$ cat config.mk
export PLATFORM = sky130hd
export DESIGN_NAME = sid_voice_sched
export DESIGN_NICKNAME = d
export VERILOG_FILES = /design/src/rtl/sid_voice_sched_pkg.sv /design/src/rtl/sid_voice_sched.sv
export SDC_FILE = /design/constraint.sdc
export NUM_CORES = 1
export LEC_CHECK = 0
export CAP_MARGIN = 20
export CORE_AREA = 2 2 123 125
export CTS_CLUSTER_SIZE = 14
export DETAILED_ROUTE_END_ITERATION = 16
export DIE_AREA = 0 0 125 127
export MAX_ROUTING_LAYER = met4
export PLACE_DENSITY_LB_ADDON = 0.25
export SETUP_SLACK_MARGIN = 0.1
export SLEW_MARGIN = 0
export SYNTH_ARGS = -nofsm -noshare
export SYNTH_HDL_FRONTEND = slang
export SYNTH_SLANG_ARGS = --single-unit
$ cat constraint.sdc
create_clock -name clk -period 21.5 [get_ports clk]
set_input_delay 6.45 -clock clk [delete_from_list [all_inputs] [get_ports clk]]
set_output_delay 6.45 -clock clk [all_outputs]
set_load 0.02 [all_outputs]
$ cat src/rtl/sid_voice_sched_pkg.sv
// Shared types for the SID voice scheduler: schedule states, datapath phases, sync bundle.
// SID_DUAL_EN selects the two-chip (6 voice) configuration.
package sid;

`ifdef SID_DUAL_EN
    localparam int NVOICES = 6;
`else
    localparam int NVOICES = 3;
`endif

    typedef enum logic [2:0] {
        IDLE, ACC, CAPM, EVAL, SYNC, CAPM2, LATCH, DONE
    } sched_state_e;

    typedef logic [2:0] phase_t;
    localparam phase_t PH_PHI2_PHI1 = 3'b001;
    localparam phase_t PH_PHI1      = 3'b010;
    localparam phase_t PH_PHI1_PHI2 = 3'b100;

    typedef struct packed {
        logic msb;
        logic sync;
    } sync_t;

    // Sync source is the previous voice in the ring of the same chip.
    function automatic int unsigned sync_src(input int unsigned v);
        return (v / 3) * 3 + ((v % 3) + 2) % 3;
    endfunction

endpackage

$ cat src/rtl/sid_voice_sched.sv
// Sequences the shared waveform datapath over all voices once per SID tick and
// resolves the sync ring with MSB capture / eval passes. SID_DUAL_EN: 6 voices.
module sid_voice_sched
    import sid::*;
#(
    parameter int SLOT_BITS = 3
) (
    input  logic                 clk,
    input  logic                 res_n,
    input  logic                 tick,
    input  logic                 ovr_clr,
    input  sync_t                sync_o_dp,
    output phase_t               phase,
    output logic [SLOT_BITS-1:0] voice,
    output sync_t                sync_i_dp,
    output logic                 busy,
    output logic                 done,
    output logic                 overrun
);

    sched_state_e         state_q, state_d;
    logic [SLOT_BITS-1:0] vcnt_d, src_d;
    logic [NVOICES-1:0]   msb_q, msb_d, syn_q, syn_d;
    phase_t               phase_d;
    sync_t                sync_d;
    logic                 busy_d, done_d, ovr_d, last, src_msb, src_syn;

    always_comb begin
        state_d = state_q;
        vcnt_d  = voice;
        msb_d   = msb_q;
        syn_d   = syn_q;
        ovr_d   = overrun;
        last    = (voice == SLOT_BITS'(NVOICES - 1));

        if (ovr_clr)
            ovr_d = 1'b0;
        if (tick && state_q != IDLE)
            ovr_d = 1'b1;

        for (int i = 0; i < NVOICES; i++) begin
            if (voice == SLOT_BITS'(i)) begin
                if (state_q == CAPM || state_q == CAPM2)
                    msb_d[i] = sync_o_dp.msb;
                if (state_q == EVAL)
                    syn_d[i] = sync_o_dp.sync;
            end
        end

        case (state_q)
            IDLE: begin
                vcnt_d = '0;
                if (tick)
                    state_d = ACC;
            end
            DONE: begin
                vcnt_d  = '0;
                state_d = IDLE;
            end
            default: begin
                vcnt_d = last ? '0 : voice + 1'b1;
                if (last) begin
                    case (state_q)
                        ACC:     state_d = CAPM;
                        CAPM:    state_d = EVAL;
                        EVAL:    state_d = SYNC;
                        SYNC:    state_d = CAPM2;
                        CAPM2:   state_d = LATCH;
                        default: state_d = DONE;
                    endcase
                end
            end
        endcase

        // Outputs are registered, so they are decoded from next state and
        // forwarded msb/syn (a capture on the last voice feeds voice 0 next).
        src_d   = SLOT_BITS'(sync_src(int'(unsigned'(vcnt_d))));
        src_msb = 1'b0;
        src_syn = 1'b0;
        for (int i = 0; i < NVOICES; i++) begin
            if (src_d == SLOT_BITS'(i)) begin
                src_msb = msb_d[i];
                src_syn = syn_d[i];
            end
        end

        phase_d = '0;
        sync_d  = '0;
        case (state_d)
            ACC: begin
                phase_d = PH_PHI2_PHI1;
                sync_d  = '{msb: src_msb, sync: 1'b0};
            end
            EVAL:  sync_d = '{msb: src_msb, sync: 1'b0};
            SYNC: begin
                phase_d = PH_PHI1;
                sync_d  = '{msb: src_msb, sync: src_syn};
            end
            LATCH: begin
                phase_d = PH_PHI1_PHI2;
                sync_d  = '{msb: src_msb, sync: src_syn};
            end
            default: ;
        endcase
        busy_d = (state_d != IDLE) && (state_d != DONE);
        done_d = (state_d == DONE);
    end

    always_ff @(posedge clk or negedge res_n) begin
        if (!res_n) begin
            state_q   <= IDLE;
            voice     <= '0;
            msb_q     <= '0;
            syn_q     <= '0;
            phase     <= '0;
            sync_i_dp <= '0;
            busy      <= 1'b0;
            done      <= 1'b0;
            overrun   <= 1'b0;
        end else begin
            state_q   <= state_d;
            voice     <= vcnt_d;
            msb_q     <= msb_d;
            syn_q     <= syn_d;
            phase     <= phase_d;
            sync_i_dp <= sync_d;
            busy      <= busy_d;
            done      <= done_d;
            overrun   <= ovr_d;
        end
    end

endmodule

==> flow_summary.json <==
{
  "cp.required_ns": 21.67,
  "hold_depth": 1,
  "rsz0062_at_grt": "false",
  "whs_endpoint": "msb_q[2]",
  "ctsRootBufferMaster": "clkbuf_16",
  "core_area_um2": 14420,
  "htree_levels": 1,
  "final_core_util_pct": 52.63,
  "cts-buffers-inserted": 3,
  "worstPathArrival_ns": 19.07,
  "ant_nets": 0,
  "die_w_um": 125,
  "dieArea_um2": 15880,
  "port_buffers": 16,
  "setup_viol": 0,
  "final_area_um2": 7591,
  "tritoncts": "built",
  "drv_slew": 0,
  "grt_start_max_net_pins": 30,
  "maxCapViolCount": 0,
  "fin_nets": 1014,
  "grt_pass1_vias": 7378,
  "syn_inst": 1017,
  "seq_area_frac_synth_pct": 6.832,
  "async_flop_share_pct": 100.0,
  "fin_setup_tns_ns": 0,
  "hold_violations": 0,
  "finalClockSkew_ns": 0.004109,
  "syn_avg_cell_area_um2": 7.203,
  "clkTransAtPathRegs_ns": 0.06,
  "path_class": "flip-flop to flip-flop",
  "hold_start": "msb_q[2]",
  "crit_path_start_kind": "flip-flop",
  "wl_per_cell_um": 18.89,
  "rr_worst_depth": 59,
  "r2r_slack_ns": 2.60,
  "synth-main-ff-cell": "dfrtp_1",
  "grt_use_total_pct": 27.48,
  "n_antenna_cell": 0,
  "ys_ff_latch": 20,
  "syn-cell-area_um2": 7326,
  "slowest_stage": "a2111oi_4",
  "area.sequential_um2": 500.5,
  "gp_congestion": 0.9966,
  "drive_gt1_share_pct": 10.24,
  "synth.distinct_cells": 124,
  "clock_path_buffers": 2,
  "start_util_pct": 50.79,
  "cts_setup_buffers": 0,
  "multi_input_area_um2": 6472,
  "grt_pass1_wl_um": 36830,
  "ys_warn_count": 0,
  "worst_slew_pin_slew_ns": 1.079,
  "status": "completed",
  "drcViolationCount": 0,
  "grt_remaining_overflow": 0,
  "rows": 44,
  "period_needed_ns": 18.90,
  "post_cts_resized": 0,
  "die_y_um": 127,
  "timing.final.crit_share_pct": 87.90,
  "cts_sinks": 20,
  "maxSlewHeadroom_pct": 27.60,
  "cts_hold_buffers": 0,
  "hold_class": "flip-flop to flip-flop",
  "num_io_pins": 17,
  "reg2reg_to": "sync_i_dp[1]",
  "synth-edff-count": 0,
  "post_drt_via_cell_ratio": 6.960,
  "max_clock_freq_mhz": 52.92,
  "area_growth_pct": 3.621,
  "vias": 8213,
  "routed_wl_um": 22300,
  "clock_latency_ns": 0.25,
  "hpwl_um": 17130,
  "cp_slowest_stage_delay_ns": 0.67,
  "dr.pass1.iters": 5,
  "rr_startpoint": "state_q[2]",
  "cp_max_fo": 13,
  "drt_iter0_markers": 805,
  "antenna_found_initial": 0,
  "fill_cells": 1465,
  "place_area_um2": 7502,
  "end_kind": "flip-flop"
}
-- layout by cell type (no fill, tap or decap), types with 16 or more instances in the layout --
cell type        instances
nand2_1                 90
nor2_1                  84
a21oi_1                 62
o21ai_0                 47
nor3_1                  40
nand3_1                 39
xnor2_1                 35
o211ai_1                28
inv_1                   22
mux2i_1                 21
and2_1                  20
dfrtp_1                 20
a21o_1                  19
or3_1                   18
nand2b_1                18
o21ai_1                 18
a211oi_1                18
clkdlybuf4s50_1         16
-- worst max path at each step --
| stage | startpoint | endpoint | slack [ns] | cells after the start |
|---|---|---|---|---|
| detailed placement | state_q[0] | sync_i_dp[1] | 2.90 | 59 |
| global route | state_q[0] | sync_i_dp[1] | 0.90 | 59 |
| finish | state_q[2] | sync_i_dp[1] | 2.60 | 59 |
| CTS | state_q[2] | sync_i_dp[1] | 2.81 | 59 |
| floorplan | voice[2] | sync_i_dp[0] | 4.99 | 64 |
| global placement | voice[0] | sync_i_dp[1] | 3.24 | 59 |
-- layout make-up --
| class | instances | share of cell area [%] |
|---|---|---|
| inverter | 25 | 1.236 |
| tap | 184 | 3.033 |
| multi-input combinational | 925 | 85.26 |
| sequential | 20 | 6.593 |
| timing repair buffer | 22 | 2.703 |
| clock buffer | 4 | 1.170 |
-- worst max-delay path: cells and delay by family, from the launching register on --
kind	cells	cell delay (ns)
AOI/OAI and AO/OA	24	7.99
xor gates and xnor gates	5	1.77
adders and majority gates	5	1.62
buffers and inverters	2	0.40
DFF	1	0.53
muxes	6	1.77
and+or+nand+nor	17	4.71
-- cells in the mapped netlist, types with 13 or more instances --
cell      number  share of area, %
mux2i_1       21               2.9
o21ai_1       18               1.2
nand2_1       90               4.6
nor2_1        84               4.3
nor4_1        14               1.2
nand2b_1      18               1.5
o21a_1        14               1.4
dfrtp_1       20               6.8
o21ai_0       47               3.2
or3_1         18               1.5
o31ai_1       13               1.3
xor2_1        14               1.7
inv_1         22               1.1
buf_2         18               1.2
clkbuf_1      16              0.82
nor3_1        40               2.7
a21o_1        19               1.9
nand3_1       39               2.7
xnor2_1       35               4.2
a21oi_1       63               4.3
mux2_2        14               2.2
o211ai_1      28               2.9
a211oi_1      18               1.8
and2_1        20               1.7
-- metrics by stage --
| step | std cells | hold slack [ns] | setup slack, ns |
|---|---|---|---|
| 5_1_grt | 1180 | 0.5149 | 0.8957 |
| 6_report | 1180 | 0.5007 | 2.602 |
| 2_1_floorplan | 1019 | 0.4702 | 4.993 |
| 3_3_place_gp | 1176 | 0.4812 | 3.235 |
| 3_5_place_dp | 1176 | 0.4898 | 2.897 |
| 4_1_cts | 1180 | 0.5015 | 2.814 |
-- registers in the layout, summed over array words and instances, names as in the netlist --
register and cells:
busy 1, done 1, msb_q 3, overrun 1, phase 3, state_q 3, syn_q 3, sync_i_dp 2
voice 3
-- metal layers --
layer | wire length [um] | global-route usage, %
met1 | 10190 | 37.68
met5 | 0 | -
met3 | 1413 | 1.549
met2 | 10350 | 45.30
met4 | 336 | 5.556
-- logic make-up (layout without fill, tap and decap cells) --
kind of cell	count (synthesis)	count (layout)	synth area share (%)
xor gates and xnor gates	50	50	6.166
AOI/OAI and AO/OA	398	398	42.77
buffers and inverters	74	51	4.970
and+or+nand+nor	426	426	31.90
adders and majority gates	11	11	1.879
muxes	37	37	5.431
other	1	3	0.05119
DFF	20	20	6.832
Power is not shown: default switching activity piles up to over one toggle a cycle in this logic, so the estimate is an artifact.
